File: src/rtl/imem_fetch_arbiter_if.sv
// Bus bundle for imem_fetch_arbiter: two request/response ports plus the
// byte-wide instruction-memory read port.
interface imem_fetch_arbiter_if #(
    parameter int ADDRESS_WIDTH = 8,
    parameter int WIDTH         = 8
);
    logic                     req0_valid;
    logic [ADDRESS_WIDTH-1:0] req0_addr;
    logic                     req0_ready;
    logic                     rsp0_valid;
    logic [31:0]              rsp0_data;

    logic                     req1_valid;
    logic [ADDRESS_WIDTH-1:0] req1_addr;
    logic                     req1_ready;
    logic                     rsp1_valid;
    logic [31:0]              rsp1_data;

    logic                     mem_en;
    logic [ADDRESS_WIDTH-1:0] mem_addr;
    logic [WIDTH-1:0]         mem_data;

    // Arbiter side
    modport slave (
        input  req0_valid, req0_addr,
        output req0_ready, rsp0_valid, rsp0_data,
        input  req1_valid, req1_addr,
        output req1_ready, rsp1_valid, rsp1_data,
        output mem_en, mem_addr,
        input  mem_data
    );

    // Requester / memory side
    modport master (
        output req0_valid, req0_addr,
        input  req0_ready, rsp0_valid, rsp0_data,
        output req1_valid, req1_addr,
        input  req1_ready, rsp1_valid, rsp1_data,
        input  mem_en, mem_addr,
        output mem_data
    );
endinterface

File: src/rtl/imem_fetch_arbiter.sv
// Round-robin arbiter sharing one byte-wide synchronous ROM port between two
// requesters; each grant reads four bytes and assembles a big-endian word.
module imem_fetch_arbiter #(
    parameter int ADDRESS_WIDTH = 8,
    parameter int WIDTH         = 8
) (
    input  logic                  clk,
    input  logic                  rst_n,
    imem_fetch_arbiter_if.slave   bus
);

    typedef enum logic [1:0] {
        S_IDLE  = 2'd0,
        S_FETCH = 2'd1,
        S_DRAIN = 2'd2,
        S_RESP  = 2'd3
    } state_t;

    state_t                   state_q, state_d;
    logic [1:0]               k_q, k_d;
    logic [ADDRESS_WIDTH-1:0] base_q, base_d;
    logic                     owner_q, owner_d;
    logic                     last_grant_q, last_grant_d;
    logic [31:0]              word_q, word_d;

    logic                     grant_vld;
    logic                     grant;
    logic                     ready0, ready1;
    logic                     rsp0, rsp1;
    logic                     mem_en;
    logic [ADDRESS_WIDTH-1:0] mem_addr;
    logic                     cap_en;
    logic [1:0]               cap_idx;
    logic [WIDTH-1:0]         rd_byte;

    assign rd_byte = bus.mem_data;

    always_comb begin
        state_d      = state_q;
        k_d          = k_q;
        base_d       = base_q;
        owner_d      = owner_q;
        last_grant_d = last_grant_q;
        word_d       = word_q;
        grant_vld    = 1'b0;
        grant        = 1'b0;
        ready0       = 1'b0;
        ready1       = 1'b0;
        rsp0         = 1'b0;
        rsp1         = 1'b0;
        mem_en       = 1'b0;
        mem_addr     = '0;
        cap_en       = 1'b0;
        cap_idx      = 2'd3;

        case (state_q)
            S_IDLE: begin
                if (bus.req0_valid && bus.req1_valid) begin
                    grant_vld = 1'b1;
                    grant     = ~last_grant_q;
                end else if (bus.req0_valid) begin
                    grant_vld = 1'b1;
                    grant     = 1'b0;
                end else if (bus.req1_valid) begin
                    grant_vld = 1'b1;
                    grant     = 1'b1;
                end
                // Ready is gated by rst_n so it reads 0 while reset is held
                ready0 = rst_n && grant_vld && !grant;
                ready1 = rst_n && grant_vld && grant;
                if (grant_vld) begin
                    base_d       = grant ? bus.req1_addr : bus.req0_addr;
                    owner_d      = grant;
                    last_grant_d = grant;
                    k_d          = 2'd0;
                    state_d      = S_FETCH;
                end
            end
            S_FETCH: begin
                mem_en   = 1'b1;
                mem_addr = base_q + ADDRESS_WIDTH'(k_q);
                k_d      = 2'(k_q + 2'd1);
                // Byte k-1 returns while byte k is being issued
                if (k_q != 2'd0) begin
                    cap_en  = 1'b1;
                    cap_idx = 2'(k_q - 2'd1);
                end
                if (k_q == 2'd3) begin
                    state_d = S_DRAIN;
                end
            end
            S_DRAIN: begin
                cap_en  = 1'b1;
                cap_idx = 2'd3;
                state_d = S_RESP;
            end
            S_RESP: begin
                rsp0    = !owner_q;
                rsp1    = owner_q;
                state_d = S_IDLE;
            end
            default: state_d = S_IDLE;
        endcase

        if (cap_en) begin
            case (cap_idx)
                2'd0:    word_d[31:24] = rd_byte;
                2'd1:    word_d[23:16] = rd_byte;
                2'd2:    word_d[15:8]  = rd_byte;
                default: word_d[7:0]   = rd_byte;
            endcase
        end
    end

    always_ff @(posedge clk or negedge rst_n) begin
        if (!rst_n) begin
            state_q      <= S_IDLE;
            k_q          <= 2'd0;
            base_q       <= '0;
            owner_q      <= 1'b0;
            last_grant_q <= 1'b1;
            word_q       <= '0;
        end else begin
            state_q      <= state_d;
            k_q          <= k_d;
            base_q       <= base_d;
            owner_q      <= owner_d;
            last_grant_q <= last_grant_d;
            word_q       <= word_d;
        end
    end

    assign bus.req0_ready = ready0;
    assign bus.req1_ready = ready1;
    assign bus.rsp0_valid = rsp0;
    assign bus.rsp1_valid = rsp1;
    assign bus.rsp0_data  = word_q;
    assign bus.rsp1_data  = word_q;
    assign bus.mem_en     = mem_en;
    assign bus.mem_addr   = mem_addr;

endmodule

File: src/flat_wrapper.sv
// flat-port wrapper written by rule: the top's interface ports become plain ports
module imem_fetch_arbiter_flat 
#(
    parameter int ADDRESS_WIDTH = 8,
    parameter int WIDTH         = 8
)
  (clk, rst_n, bus_req0_valid, bus_req0_addr, bus_req0_ready, bus_rsp0_valid, bus_rsp0_data, bus_req1_valid, bus_req1_addr, bus_req1_ready, bus_rsp1_valid, bus_rsp1_data, bus_mem_en, bus_mem_addr, bus_mem_data);
  imem_fetch_arbiter_if #(.ADDRESS_WIDTH(ADDRESS_WIDTH), .WIDTH(WIDTH)) bus_i ();
  input  logic clk;
  input  logic rst_n;
  input wire logic [$bits(bus_i.req0_valid)-1:0] bus_req0_valid;
  input wire logic [$bits(bus_i.req0_addr)-1:0] bus_req0_addr;
  output wire logic [$bits(bus_i.req0_ready)-1:0] bus_req0_ready;
  output wire logic [$bits(bus_i.rsp0_valid)-1:0] bus_rsp0_valid;
  output wire logic [$bits(bus_i.rsp0_data)-1:0] bus_rsp0_data;
  input wire logic [$bits(bus_i.req1_valid)-1:0] bus_req1_valid;
  input wire logic [$bits(bus_i.req1_addr)-1:0] bus_req1_addr;
  output wire logic [$bits(bus_i.req1_ready)-1:0] bus_req1_ready;
  output wire logic [$bits(bus_i.rsp1_valid)-1:0] bus_rsp1_valid;
  output wire logic [$bits(bus_i.rsp1_data)-1:0] bus_rsp1_data;
  output wire logic [$bits(bus_i.mem_en)-1:0] bus_mem_en;
  output wire logic [$bits(bus_i.mem_addr)-1:0] bus_mem_addr;
  input wire logic [$bits(bus_i.mem_data)-1:0] bus_mem_data;
  assign bus_i.req0_valid = bus_req0_valid;
  assign bus_i.req0_addr = bus_req0_addr;
  assign bus_req0_ready = bus_i.req0_ready;
  assign bus_rsp0_valid = bus_i.rsp0_valid;
  assign bus_rsp0_data = bus_i.rsp0_data;
  assign bus_i.req1_valid = bus_req1_valid;
  assign bus_i.req1_addr = bus_req1_addr;
  assign bus_req1_ready = bus_i.req1_ready;
  assign bus_rsp1_valid = bus_i.rsp1_valid;
  assign bus_rsp1_data = bus_i.rsp1_data;
  assign bus_mem_en = bus_i.mem_en;
  assign bus_mem_addr = bus_i.mem_addr;
  assign bus_i.mem_data = bus_mem_data;
  imem_fetch_arbiter #(.ADDRESS_WIDTH(ADDRESS_WIDTH), .WIDTH(WIDTH)) u_core (.clk(clk), .rst_n(rst_n), .bus(bus_i));
endmodule
File: config.mk
export PLATFORM = sky130hd
export DESIGN_NAME = imem_fetch_arbiter_flat
export DESIGN_NICKNAME = d
export VERILOG_FILES = /design/src/rtl/imem_fetch_arbiter_if.sv /design/src/rtl/imem_fetch_arbiter.sv /design/src/flat_wrapper.sv
export SDC_FILE = /design/constraint.sdc
export NUM_CORES = 1
export LEC_CHECK = 0
export ABC_AREA = 1
export ABC_CLOCK_PERIOD_IN_PS = 4900
export BUFFER_PORTS_ARGS = -buffer_cell sky130_fd_sc_hd__buf_2
export CAP_MARGIN = 20
export CORE_MARGIN = 2
export CORE_UTILIZATION = 50
export CTS_CLUSTER_SIZE = 12
export DETAILED_ROUTE_END_ITERATION = 12
export MAX_ROUTING_LAYER = met4
export PLACE_DENSITY = 0.82
export SYNTH_ARGS = -nofsm -noshare
export SYNTH_HDL_FRONTEND = slang
export SYNTH_SLANG_ARGS = --single-unit
export TNS_END_PERCENT = 30
File: constraint.sdc
create_clock -name clk -period 4.9 [get_ports clk]
set_input_delay 0.98 -clock clk [delete_from_list [all_inputs] [get_ports clk]]
set_output_delay 0.98 -clock clk [all_outputs]
set_load 0.02 [all_outputs]
Yosys cells after proc, flatten, opt, wreduce, memory -nomap -nowiden:

Index checks and enable logic that the tools add are counted.

* mux-type cells: 23
* reduce and logical (&&, ||, !) cells: 18
* equality and inequality tests: 8
* bitwise logic cells: 2
* add/subtract/negate cells: 3

Operators with widths (count)
* two-way mux 8 bit: 2
* AND reduction 2 bit: 7
* two-way mux 1 bit: 13
* two-way mux 2 bit: 5
* adder 8 x 2 -> 8 bit: 1
* equality test 2 bit (second input constant): 4
* case mux 2 bit (4 select lines): 1
* equality test 2 x 1 -> 1 bit (second input constant): 2
* logical AND 1 bit: 4
* zero test 2 bit: 2
* inequality test 2 x 1 -> 1 bit (second input constant): 2
* case mux 2 bit (2 select lines): 1
* nonzero test 2 bit: 2
* OR reduction 3 bit: 1
* adder 2 x 1 -> 2 bit (second input constant): 1
* zero test 1 bit: 2
* NOT 1 bit: 2
* case mux 1 bit (2 select lines): 1
* subtractor 2 x 1 -> 2 bit (second input constant): 1

* bits of input ports: 28
* bits in registers: 46

Longest topological paths before layout:

* depth in word-level cells: 7
* mapped depth: 9
* depth with buffers taken out: 9

Least setup slack after synthesis:

No wires, ideal clock.

* path type: input port to output port
* start point: in bus_req0_valid
* end point: out bus_req0_ready
* cell stages on the path: 4
* arrival time: 1.693 ns
* slack: 2.227 ns
* cells stage by stage: nand2_1 -> nand2_1 -> inv_1 -> nor3_1

* cells in the longest elaborated chain, start to end: 6
* elaborated cells between the ends (all ways): 11
* those cells by class: mux (7); reduce/logical (4)

Ends and longest elaborated chain
* start, declared: RTL line flat_wrapper.sv:11 `input wire logic [$bits(bus_i.req0_valid)-1:0] bus_req0_valid;`
* two-way mux 1 bit / logical AND 1 bit (equally long branches): RTL line imem_fetch_arbiter.sv:61, imem_fetch_arbiter.sv:58
* two-way mux 1 bit: RTL line imem_fetch_arbiter.sv:58 `if (bus.req0_valid && bus.req1_valid) begin`
* two-way mux 1 bit: RTL line imem_fetch_arbiter.sv:56 `case (state_q)`
* logical AND 1 bit / zero test 1 bit (equally long branches): RTL line imem_fetch_arbiter.sv:69 `ready0 = rst_n && grant_vld && !grant;`
* logical AND 1 bit *: RTL line imem_fetch_arbiter.sv:69
* two-way mux 1 bit *: RTL line imem_fetch_arbiter.sv:56
* end, declared: RTL line flat_wrapper.sv:13 `output wire logic [$bits(bus_i.req0_ready)-1:0] bus_req0_ready;`

Mark *: on every way between the ends. The rest lies on a longest branch, timed or not. The select of a mux whose other input is x is not followed.

Worst setup path after layout:

* start point: in rst_n
* end point: out bus_req0_ready

* cells in the longest elaborated chain, start to end: 3

Ends and longest elaborated chain
* start, declared: RTL line flat_wrapper.sv:10 `input logic rst_n;`
* logical AND 1 bit (2 in series): RTL line imem_fetch_arbiter.sv:69
* two-way mux 1 bit: RTL line imem_fetch_arbiter.sv:56

No other way between the ends.

==> results.sh <==
export IMPL_viasPerCell=4.700
export IMPL_dieArea_sq_um=5975
export IMPL_tightest_slew_ns=0.5653
export IMPL_synth_area_leaders="dfrtp_1 (42%), nand2_1 (19%), buf_4 (9.2%)"
export IMPL_path_delay_family="buffers and inverters"
export IMPL_cp_max_fo=47
export IMPL_slew_headroom_pct=62.31
export IMPL_fp_dieW_um=77.30
export IMPL_p_leak_nw=1.815
export IMPL_fin_hold_ws_ns=0.4786
export IMPL_cts_tree="done"
export IMPL_initial_core_util_pct=52.26
export IMPL_syn_area_per_cell_sq_um=7.924
export IMPL_drt_total_wl_um=5547
export IMPL_fin_skew_ns=0.009632
export IMPL_drt_initial_drc_count=96
export IMPL_hp_start="u_core.last_grant_q"
export IMPL_fin_ws_ns=1.778
export IMPL_arrival_ns=2.14
export IMPL_required_ns=3.92
export IMPL_grt_pass1_vias=2051
export IMPL_yosysWarnings=0
export IMPL_r2r_start="u_core.state_q[1]"
export IMPL_antenna_found_initial=0
export IMPL_fmax_ghz=0.3203
export IMPL_grt_pass1_wl_um=9135
export IMPL_drive_gt1_share_pct=29.98
export IMPL_hold_viol_final=0
export IMPL_grt_overflow_total=0
export IMPL_cts_max_level=2
export IMPL_clock_latency_ns=0.30
export IMPL_synth_common_cells="nand2_1 (133), dfrtp_1 (45), inv_1 (45)"
export IMPL_r2r_end="u_core.bus.rsp0_data[12]"
export IMPL_synth_area_sq_um=2686
export IMPL_yosys_area_top_type="dfrtp_1"
export IMPL_reg2reg_depth=7
export IMPL_fin_setup_tns_ns=0
export IMPL_dr_pass1_iters=4
export IMPL_place_gp_congestion=0.8318
export IMPL_drcViolationCount=0
export IMPL_cts_made_buffers=5
export IMPL_finalCritPeriodShare_pct=63.72
export IMPL_path_clk_slew_ns=0.08
export IMPL_rrSetupSlack_ns=2.98
export IMPL_fillers=472
export IMPL_num_vias=2289
export IMPL_crit_path_cell_trace="buf_2 -> buf_4 -> inv_1 -> nor3_1 -> buf_2"
export IMPL_rsz0062_at_grt="false"
export IMPL_place_area_sq_um=3040
export IMPL_cts_root_buffer="clkbuf_8"
export IMPL_postCtsSetupBuffers=0
export IMPL_wl_per_cell_um=11.39
export IMPL_post_place_ws_ns=1.746
export IMPL_cap_violations=0
export IMPL_synth_flop_cell="dfrtp_1"
export IMPL_syn_inst=339
export IMPL_endpoint_kind="output pin"
export IMPL_core_sq_um=5140
export IMPL_setup_violations=0
export IMPL_cts_hold_buf=0
export IMPL_powerDensity_nw_per_um2=748.6
export IMPL_cp_start_kind="primary input"
export IMPL_timing_final_max_slew_violations=0
export IMPL_async_reset_ff_share_pct=100.0
export IMPL_cts_resized=0
export IMPL_synth_seq_area_share_pct=42.90
export IMPL_post_synth_top_count_cell="nand2_1"
export IMPL_port_buffers=104
export IMPL_synth_edf_count=0
export IMPL_status="finished, final reports clean"
export IMPL_hold_path_end="u_core.last_grant_q"
export IMPL_ios=105
export IMPL_clockBufferDepth=2
export IMPL_synthToLayoutAreaGrowth_pct=17.28
export IMPL_synth_cell_types=25
export IMPL_finalNonFillerCells=487
export IMPL_fp_dieH_um=77.30
export IMPL_diodes=0
export IMPL_ys_ff_latch=46
export IMPL_cpPeakStageDelay_ns=0.47
export IMPL_place_inst=479
export IMPL_hold_path_class="register to register"
export IMPL_grt_use_total_pct=19.48
export IMPL_synth_top_area_share_pct=41.92
export IMPL_vdd_drop_max_mv=0.3199
export IMPL_syn_nets=377
export IMPL_fin_crit_ns=3.122
export IMPL_min_path_cells=2
export IMPL_num_rows=26
export IMPL_num_nets_final=454
export IMPL_antenna_left=0
export IMPL_stdcell_area_sq_um=3151
export IMPL_cpMostUsedCell="buf_2"
export IMPL_cts_sinks=46
export IMPL_dp_final_hpwl_um=4122
export IMPL_grt_max_degree=48
export IMPL_critPathKind="primary input to output pin"
export IMPL_path_buf_inv=4
export IMPL_slowest_stage="buf_4"
## where the power goes
group / switching, mW / internal [mW]
clock network: 0.127 / 0.152
registers: 0.152 / 0.571
logic: 0.914 / 0.442
## sequential cells by signal, summed over array words and instances, names as in the netlist
signal / flops
u_core.k_q: 2
u_core.state_q: 2
u_core.bus.rsp0_data: 32
u_core.owner_q: 1
u_core.base_q: 8
u_core.last_grant_q: 1
## cell families (layout without fill, tap and decap cells)
logic type / after synthesis / after routing / share of synthesized area [%]
buffers and inverters: 82 / 160 / 16.44
DFF: 46 / 46 / 42.90
AOI/OAI and AO/OA: 38 / 38 / 9.455
adders and majority gates: 10 / 10 / 4.937
and+or+nand+nor: 163 / 163 / 26.27
## cell usage in the layout (no fill, tap or decap)
cell	n
clkinv_1	1
clkbuf_8	5
nor2_4	1
o21ai_0	9
bufinv_16	1
fa_1	1
nand3_1	6
nor3_4	2
o21ai_2	1
ha_1	9
nor2_1	13
nor3_1	1
nor2_8	1
o21bai_1	16
buf_2	104
dfstp_2	1
a21oi_1	4
o211ai_1	8
nand2_2	2
clkbuf_1	1
nor2_2	1
buf_4	2
nand3_4	1
nand2_1	133
clkinvlp_4	1
nand2_4	2
inv_1	45
dfrtp_1	45
## routing by layer
metal  share of wire, %  up-vias  global-route usage, %
li1                   -     1163                      -
met1                 44     1043                  24.14
met2                 49       77                  32.70
met3                6.0        6                  3.529
met4               0.96        0                  5.714
met5                  0        -                      -
## worst max-delay path by stage
stage                         from             end  depth (start not counted)
CTS                          rst_n  bus_req0_ready                          5
detailed placement           rst_n  bus_req0_ready                          5
global placement             rst_n  bus_req0_ready                          5
global route                 rst_n  bus_req0_ready                          5
floorplan           bus_req0_valid  bus_req0_ready                          4
finish                       rst_n  bus_req0_ready                          5
## stage by stage
step	power (mW)	utilization, %
final	2.359	61.30
after global routing	2.538	61.30
after CTS	2.374	61.30
after detailed placement	2.090	59.15
after global placement	2.062	59.15
after floorplan	1.844	-
## worst reg2reg max path, stage by stage, from the launching register on
cell and delay (ns):
dfrtp_1 0.43, inv_1 0.12, ha_1 0.51, nand3_4 0.23, nor2_2 0.15, nand2_1 0.20
nand2_1 0.12, nand2_1 0.06
## area by class of cell
cell class	count	area [sq um]	area share [%]
Tap cell	70	87.58	2.780
Multi-Input combinational cell	211	1092	34.67
Inverter	46	172.7	5.481
Timing Repair Buffer	106	535.5	17.00
Clock buffer	6	72.57	2.303
Clock inverter	2	37.54	1.191
Sequential cell	46	1152	36.58
No activity file was read; power rests on OpenSTA's default activity.
